File: config.mk
export PLATFORM = sky130hd
export DESIGN_NAME = dpram_fifo_ctrl
export DESIGN_NICKNAME = d
export VERILOG_FILES = /design/src/rtl/dpram_fifo_pkg.sv /design/src/rtl/fifo_out_skid.sv /design/src/rtl/dpram_fifo_ctrl.sv
export SDC_FILE = /design/constraint.sdc
export NUM_CORES = 1
export LEC_CHECK = 0
export ABC_AREA = 1
export CAP_MARGIN = 20
export CORE_MARGIN = 2
export CORE_UTILIZATION = 51
export DETAILED_ROUTE_END_ITERATION = 10
export HOLD_SLACK_MARGIN = 0.03
export PLACE_DENSITY = 0.86
export SETUP_SLACK_MARGIN = 0.02
export SLEW_MARGIN = 20
export SYNTH_ARGS = -nofsm -noshare
export SYNTH_HDL_FRONTEND = slang
export SYNTH_HIERARCHICAL = 1
export SYNTH_SLANG_ARGS = --single-unit
File: constraint.sdc
create_clock -name clk -period 8.9 [get_ports clk]
set_input_delay 0.89 -clock clk [delete_from_list [all_inputs] [get_ports clk]]
set_output_delay 0.89 -clock clk [all_outputs]
set_load 0.05 [all_outputs]
File: src/rtl/dpram_fifo_pkg.sv
// Shared sizing helpers for the dual-port-RAM FIFO controller and its output skid.
package dpram_fifo_pkg;

  localparam int SKID_DEPTH = 2;

  typedef logic [1:0] skid_cnt_t;

  function automatic int fifo_depth(input int addr_width);
    return 1 << addr_width;
  endfunction

  // RAM occupancy spans 0..DEPTH inclusive, hence one bit beyond the address.
  function automatic int cnt_width(input int addr_width);
    return addr_width + 1;
  endfunction

  function automatic int level_width(input int addr_width);
    return addr_width + 2;
  endfunction

endpackage

File: src/rtl/fifo_out_skid.sv
// Two-entry FIFO-ordered output buffer that absorbs the RAM's registered read latency.
module fifo_out_skid
  import dpram_fifo_pkg::*;
#(
  parameter int DATA_WIDTH = 32
) (
  input  logic                  clk,
  input  logic                  rst_n,
  input  logic                  capture,
  input  logic [DATA_WIDTH-1:0] capture_data,
  input  logic                  pop,
  output skid_cnt_t             skid_cnt,
  output logic [DATA_WIDTH-1:0] head_data
);

  logic [DATA_WIDTH-1:0] slot0;
  logic [DATA_WIDTH-1:0] slot1;
  skid_cnt_t             cnt;

  // NOTE: sequential state uses <= so every register samples pre-edge values.
  // NOTE: the two data slots are reset because slot0 drives out_data directly.
  always_ff @(posedge clk or negedge rst_n) begin
    if (!rst_n) begin
      slot0 <= '0;
      slot1 <= '0;
      cnt   <= '0;
    end else begin
      unique case ({capture, pop})
        2'b10: begin
          if (cnt == skid_cnt_t'(0)) slot0 <= capture_data;
          else                       slot1 <= capture_data;
          cnt <= cnt + skid_cnt_t'(1);
        end
        2'b01: begin
          slot0 <= slot1;
          cnt   <= cnt - skid_cnt_t'(1);
        end
        2'b11: begin
          // Count is unchanged; the new word lands behind whatever remains.
          if (cnt == skid_cnt_t'(1)) begin
            slot0 <= capture_data;
          end else begin
            slot0 <= slot1;
            slot1 <= capture_data;
          end
        end
        default: ;
      endcase
    end
  end

  assign skid_cnt  = cnt;
  assign head_data = slot0;

endmodule

File: src/rtl/dpram_fifo_ctrl.sv
// Synchronous FIFO controller driving an external dual-port RAM, with a 2-entry output skid.
// Optional sticky overflow/underflow flags are built when FIFO_ERR_FLAGS_EN is defined.
module dpram_fifo_ctrl
  import dpram_fifo_pkg::*;
#(
  parameter int DATA_WIDTH = 32,
  parameter int ADDR_WIDTH = 8
) (
  input  logic                    clk,
  input  logic                    rst_n,
  input  logic                    in_valid,
  output logic                    in_ready,
  input  logic [DATA_WIDTH-1:0]   in_data,
  output logic                    out_valid,
  input  logic                    out_ready,
  output logic [DATA_WIDTH-1:0]   out_data,
  output logic [ADDR_WIDTH+1:0]   level,
  output logic                    ram_wr_en,
  output logic [ADDR_WIDTH-1:0]   ram_wr_addr,
  output logic [DATA_WIDTH-1:0]   ram_wr_data,
  output logic                    ram_rd_en,
  output logic [ADDR_WIDTH-1:0]   ram_rd_addr,
  input  logic [DATA_WIDTH-1:0]   ram_rd_data
`ifdef FIFO_ERR_FLAGS_EN
  ,
  output logic                    ovf_err,
  output logic                    udf_err
`endif
);

  localparam int CNT_W = cnt_width(ADDR_WIDTH);
  localparam int LVL_W = level_width(ADDR_WIDTH);
  localparam logic [CNT_W-1:0] DEPTH_CNT = CNT_W'(fifo_depth(ADDR_WIDTH));

  logic [ADDR_WIDTH-1:0] wr_ptr;
  logic [ADDR_WIDTH-1:0] rd_ptr;
  logic [CNT_W-1:0]      ram_cnt;
  logic                  rd_pend;
  skid_cnt_t             skid_cnt;
  logic                  push;
  logic                  pop;
  logic                  issue;
  logic [2:0]            skid_future;

  // Gating with rst_n keeps both RAM ports idle for the whole reset window.
  assign in_ready = rst_n && (ram_cnt < DEPTH_CNT);
  assign push     = in_valid && in_ready;
  assign pop      = out_valid && out_ready;

  // Skid occupancy after the next edge if a read were not issued now.
  assign skid_future = {1'b0, skid_cnt} + {2'b00, rd_pend} - {2'b00, pop};
  assign issue       = rst_n && (ram_cnt != '0) && (skid_future < 3'd2);

  assign ram_wr_en   = push;
  assign ram_wr_addr = wr_ptr;
  assign ram_wr_data = in_data;
  assign ram_rd_en   = issue;
  assign ram_rd_addr = rd_ptr;

  always_ff @(posedge clk or negedge rst_n) begin
    if (!rst_n) begin
      wr_ptr  <= '0;
      rd_ptr  <= '0;
      ram_cnt <= '0;
      rd_pend <= 1'b0;
    end else begin
      if (push)  wr_ptr <= wr_ptr + ADDR_WIDTH'(1);
      if (issue) rd_ptr <= rd_ptr + ADDR_WIDTH'(1);
      unique case ({push, issue})
        2'b10:   ram_cnt <= ram_cnt + CNT_W'(1);
        2'b01:   ram_cnt <= ram_cnt - CNT_W'(1);
        default: ram_cnt <= ram_cnt;
      endcase
      rd_pend <= issue;
    end
  end

  fifo_out_skid #(
    .DATA_WIDTH (DATA_WIDTH)
  ) u_skid (
    .clk          (clk),
    .rst_n        (rst_n),
    .capture      (rd_pend),
    .capture_data (ram_rd_data),
    .pop          (pop),
    .skid_cnt     (skid_cnt),
    .head_data    (out_data)
  );

  assign out_valid = (skid_cnt != skid_cnt_t'(0));
  assign level     = LVL_W'(ram_cnt) + LVL_W'(rd_pend) + LVL_W'(skid_cnt);

`ifdef FIFO_ERR_FLAGS_EN
  always_ff @(posedge clk or negedge rst_n) begin
    if (!rst_n) begin
      ovf_err <= 1'b0;
      udf_err <= 1'b0;
    end else begin
      if (in_valid && !in_ready)  ovf_err <= 1'b1;
      if (out_ready && !out_valid) udf_err <= 1'b1;
    end
  end
`endif

endmodule

=== After elaboration in Yosys (flattened, before gate mapping) ===
Index checks and enable logic that the tools add are counted.

* Logic and storage cells: 50
* Output and inout bits: 94
* Register bits: 92
* Input bits: 68

* $lt $le $gt $ge: 2
* Equal/unequal tests: 9
* Reduce and logical (&&, ||, !) cells: 14
* Mux-type cells: 8
* Add/sub/neg operators: 10

{| class="wikitable"
|+ Operators with widths
! kind !! number
|-
| 32-bit 2-to-1 mux || 4
|-
| 32-bit one-hot mux with 3 select lines || 1
|-
| 32-bit one-hot mux with 2 select lines || 1
|-
| 9-bit one-hot mux with 2 select lines || 1
|-
| 8-bit by 1-bit adder with 8-bit output, second input constant || 2
|-
| 10-bit by 2-bit adder with 10-bit output || 1
|-
| 9-bit by 1-bit adder with 10-bit output || 1
|-
| 9-bit by 1-bit adder with 9-bit output, second input constant || 1
|-
| 9-bit < comparator, second input constant || 1
|-
| 9-bit nonzero test || 1
|-
| 9-bit by 1-bit subtractor with 9-bit output, second input constant || 1
|-
| 2-bit nonzero test || 4
|-
| 2-bit by 1-bit == test with 1-bit output, second input constant || 3
|-
| 2-bit == test, second input constant || 3
|-
| 1-bit logical AND || 5
|-
| 2-bit != test, second input constant || 2
|-
| 2-bit one-hot mux with 2 select lines || 1
|-
| 2-bit by 1-bit adder with 3-bit output || 1
|-
| 3-bit by 2-bit < comparator with 1-bit output, second input constant || 1
|-
| 3-bit AND reduction || 1
|-
| 3-bit nonzero test || 1
|-
| 3-bit by 1-bit subtractor with 3-bit output || 1
|-
| 2-bit by 1-bit adder with 2-bit output, second input constant || 1
|-
| 2-bit zero test || 1
|-
| other kinds (3) || 3
|}

=== Longest topological paths before layout ===
* Depth after elaboration: 7
* Mapped depth: 17
* Gate-level depth less buffers: 17

=== By module ===
Netlist, hierarchy kept.

{| class="wikitable"
|+ By module, submodules not included
! module !! times used !! area an instance (um^2) !! seq. area each (um^2) !! cells an instance
|-
| fifo_out_skid || 1 || 3,100.5 || 1,651.6 || 405
|-
| dpram_fifo_ctrl || 1 || 2,122.0 || 650.6 || 280
|}

=== Least setup slack after synthesis ===
Ideal clock, no wire load.

* Kind: input to register
* Start: input out_ready
* End: register ram_cnt[7]
* Arrival: 4,036 ps
* Library setup time: 119 ps
* Path slack: 4,746 ps
* Data required time: 8,781 ps
* Buffers on the path: 0
* Cell stages on the path: 15
* Cells stage by stage: o21a_1 -> ha_1 -> or2_2 -> fa_1 -> nand2_1 -> a21oi_1 -> o21ai_1 -> nor2_4 -> ha_1 -> ha_1 -> or2_2 -> nand3_1 -> nand3_1 -> nand3_1 -> nand2_1

* Longest elaborated chain between the ends: 6
* Elaborated cells between the ends (all ways): 8
* Classes of those cells: add/sub (1); order compare (1); eq/ne (2); mux (1); reduce/logical (3)

{| class="wikitable"
|+ RTL lines
! element !! RTL line !! RTL
|-
| start, declared || dpram_fifo_ctrl.sv:15 || <nowiki>input logic out_ready,</nowiki>
|-
| 1-bit logical AND * || dpram_fifo_ctrl.sv:48 || <nowiki>assign pop = out_valid && out_ready;</nowiki>
|-
| 3-bit by 1-bit subtractor with 3-bit output * || dpram_fifo_ctrl.sv:51 || <nowiki>assign skid_future = {1'b0, skid_cnt} + {2'b00, rd_pend} - {2'b00, pop};</nowiki>
|-
| 3-bit by 2-bit < comparator with 1-bit output * || dpram_fifo_ctrl.sv:52 || <nowiki>assign issue = rst_n && (ram_cnt != '0) && (skid_future < 3'd2);</nowiki>
|-
| 1-bit logical AND * || dpram_fifo_ctrl.sv:52 ||
|-
| via ram_rd_en || dpram_fifo_ctrl.sv:21 || <nowiki>output logic ram_rd_en,</nowiki>
|-
| 2-bit by 1-bit == test with 1-bit output or 2-bit == test (tied branches) || dpram_fifo_ctrl.sv:69 || <nowiki>unique case ({push, issue})</nowiki>
|-
| 9-bit one-hot mux with 2 select lines or 2-bit nonzero test (tied branches) || -- ||
|-
| end signal, assigned || dpram_fifo_ctrl.sv:70 || <nowiki>2'b10: ram_cnt <= ram_cnt + CNT_W'(1);</nowiki>
|-
| end signal, assigned || dpram_fifo_ctrl.sv:71 || <nowiki>2'b01: ram_cnt <= ram_cnt - CNT_W'(1);</nowiki>
|-
| end signal, assigned || dpram_fifo_ctrl.sv:72 || <nowiki>default: ram_cnt <= ram_cnt;</nowiki>
|-
| end, declared || dpram_fifo_ctrl.sv:37 || <nowiki>logic [CNT_W-1:0] ram_cnt;</nowiki>
|}

Mark *: on every way through the listed nets, which the timed path passes. The rest lies on a longest branch.
A chain may end at the register's enable or synchronous reset.

=== Final worst setup path ===
* Start: input out_ready
* End: output ram_rd_en

* Longest elaborated chain between the ends: 4

{| class="wikitable"
|+ RTL lines
! element !! RTL line !! RTL
|-
| 1-bit logical AND || dpram_fifo_ctrl.sv:48 ||
|-
| via pop || dpram_fifo_ctrl.sv:41 || <nowiki>logic pop;</nowiki>
|-
| 3-bit by 1-bit subtractor with 3-bit output || dpram_fifo_ctrl.sv:51 ||
|-
| 3-bit by 2-bit < comparator with 1-bit output || dpram_fifo_ctrl.sv:52 ||
|-
| 1-bit logical AND || dpram_fifo_ctrl.sv:52 ||
|-
| end, declared || dpram_fifo_ctrl.sv:21 ||
|}

The timed path passes the listed nets, and every way through them passes these cells.

==> results by group <==
CTS
  • Resized Gates After CTS: 0
  • Total CTS buffers: 9
  • Worst-Skew Late Latency: 0.35 ns
  • Clk buf depth: 2
  • Clock transition at the registers of the reported paths: 0.09 ns
  • Clock sink total: 92
  • Post-CTS repair timing setup buffer count: 0
  • Hold Buf Count CTS: 0
  • H-tree levels: 3
  • Root buf cell: clkbuf_8
  • CTS tree: done

Global route
  • Gr usage total: 21.5%
  • First-pass GRT wire length: 19600 um
  • Pin count of the biggest net entering global routing: 82
  • Initial antenna violation count: 0
  • Vias in the first global route: 4256
  • Total global routing overflow: 0

Die
  • Row Count: 36
  • Die width: 105 um
  • I/O Pins: 162
  • Die Footprint: 0.0111 sq mm
  • Die Ht: 105 um
  • Initial Util: 52.9%
  • Core Box Area: 0.00986 sq mm

Logic synthesis
  • Mapped cell area: 0.00522 sq mm
  • Ys async rst share: 100%
  • Top-area cell type share of the netlist area: 44.1%
  • Post-synth EDFFs: 0
  • Cells after synthesis: 685
  • Most frequent cell after synthesis: nand2_1
  • Unique cell type count in the Yosys netlist: 31
  • Seq cells post-synth: 92
  • Avg Cell Area, Syn: 7.62 sq um
  • Commonest cells post-synth: nand2_1 (315), dfrtp_1 (92), nand3_1 (86)
  • Top FF cell, synth: dfrtp_1
  • YS warnings: 6
  • Sequential area share after synthesis: 44.1%
  • Syn nets: 775
  • Synth area leader: dfrtp_1
  • Main area contributors after synthesis: dfrtp_1 (44%), nand2_1 (23%), nand3_1 (8.2%)

Timing
  • RSZ-0062 raised after global routing: no
  • Maximum clock rate: 204 MHz
  • Clock Skews: 0.0119 ns
  • Worst Tran Pin Value: 1.07 ns
  • Total negative slack: 0 ns
  • Fin. max-slew vios: 0
  • Minimum clock period: 4.91 ns
  • Relative slew slack: 28.3%
  • Final Hold Viols: 0
  • Final setup fails: 0
  • Final period util: 55.1%

Cells and area
  • Final #Nets: 830
  • Antenna diode count: 0
  • Fin cells: 876
  • Layout cells sized above 1: 4.85%
  • Layout area overhead: 19.1%

Critical path
  • Critical path arrival: 4.02 ns
  • Buf/Inv on CP: 2
  • Setup crit end kind: output pin
  • Worst r2r path cells: 15
  • Startpoint Class: input pin
  • Most used cell, CP: clkdlybuf4s50_1
  • Critical path required time: 8.01 ns
  • CP peak stage delay: 0.86 ns
  • Critical path depth: 10
  • Critical-path top delay cell: clkdlybuf4s50_1
  • Largest fanout on the critical path: 11
  • Top delay family on crit path: buffers and inverters
  • Crit-path cells: clkdlybuf4s50_1 > o21a_1 > ha_1 > or2_2 > fa_1 > nand2_1 > a21oi_1 > o21ai_1 > nor2_4 > clkdlybuf4s50_1
  • Critical path type: input pin to output pin

Routing
  • DR WL/cell: 13.3 um
  • # DRC: 0
  • M1 WL: 5200 um
  • Top Layer Used: met4
  • Metal3 WL: 850 um
  • First-iteration detailed-routing DRC count: 230
  • Via density per instance: 5.13
  • Drt pass-1 iters: 5
  • Final WL: 11600 um
  • DRT antenna net count: 0
  • Met2 wire length: 5360 um
  • Vias: 4497

Place
  • Placed cells: 861
  • DP HPWL: 7870 um
  • GP Congestion: 0.802
  • Buffers on Ports: 97

Power and ir drop
  • Static Leak: 3.25 nW
  • Worst VDD drop: 0.233 mV
  • Cell Pwr Density: 390 mW/mm^2

Hold path
  • Hold crit path type: input pin to async pin

Flow run
  • Maxcap violations: 0

Status
  • Status: finished clean
## through the flow
step                      utilization, %  cell area (sq um)  total power (W)  hold WS [ns]  worst slack (ns)
after floorplan                        -               5220          0.00180         0.442              4.75
after global placement              61.0               6020          0.00214         0.453              3.99
after detailed placement            61.0               6020          0.00218         0.458              3.96
after CTS                           62.7               6180          0.00244         0.360              3.96
after global routing                63.1               6220          0.00261         0.357              3.83
final                               63.1               6220          0.00242         0.369              3.99
## power by group
part	switching, W	total, W	internal, W
registers	0.000140	0.000737	0.000597
logic	0.000965	0.00144	0.000478
clock network	0.000145	0.000244	0.0000993
## metal layers
layer	up-vias	global-route usage [%]
li1	2203	-
met1	2095	28.1
met2	166	35.0
met3	33	4.37
met4	0	8.29
met5	-	0
## flip-flops by register name, summed over array words and instances (netlist names)
| name | cells |
|---|---|
| u_skid/head_data | 32 |
| u_skid/slot1 | 32 |
| u_skid/skid_cnt | 2 |
| ram_rd_addr | 8 |
| ram_wr_addr | 8 |
| ram_cnt | 9 |
| rd_pend | 1 |
## final cells by class
class | count | area, sq um
fill | 831 | 3640
multi-input combinational | 493 | 2410
sequential | 92 | 2300
timing repair buffer | 101 | 1020
tap | 133 | 166
inverter | 43 | 161
clock buffer | 9 | 124
clock inverter | 5 | 38.8
## worst paths after layout
| path | startpoint | slack (ns) | endpoint |
|---|---|---|---|
| min in group clk | u_skid/slot1[29] | 0.48 | u_skid/slot1[29] |
| worst max register to register | u_skid/skid_cnt[1] | 4.90 | ram_cnt[7] |
| worst max-delay path | out_ready | 3.99 | ram_rd_en |
| max in group asynchronous | rst_n | 7.60 | u_skid/slot1[9] |
| worst min register to register | u_skid/slot1[29] | 0.48 | u_skid/slot1[29] |
| worst min-delay path | rst_n | 0.37 | ram_cnt[2] |
## logic make-up (layout without fill, tap and decap cells)
logic type               Yosys count  count (layout)  share of synthesized area (%)
flip-flops                        92              92                           44.1
AO/OA/AOI/OAI                     14              14                           1.56
XOR/XNOR                          23              23                           4.00
buffers and inverters            100             158                           9.94
AND/OR/NAND/NOR                  434             434                           34.6
adder cells (fa/ha/maj)           22              22                           5.85
## placed cells by master (no fill, tap or decap), types with 2 or more instances in the layout
cell,Yosys,layout
clkbuf_8,0,9
nand2_2,2,6
xnor2_1,10,10
clkinvlp_4,0,4
nand4_1,2,2
nand3b_1,3,3
or2_2,2,2
nand2_1,315,311
ha_1,18,18
fa_1,4,4
clkdlybuf4s50_1,0,96
nor3_1,2,2
o21ai_0,4,4
buf_4,32,4
a21oi_1,5,5
nor2_2,2,2
nor2_1,14,14
inv_1,42,42
xor2_1,12,12
nor2_4,3,3
dfrtp_1,92,92
nand3_1,86,86
Power figures use the tool's default switching activity.
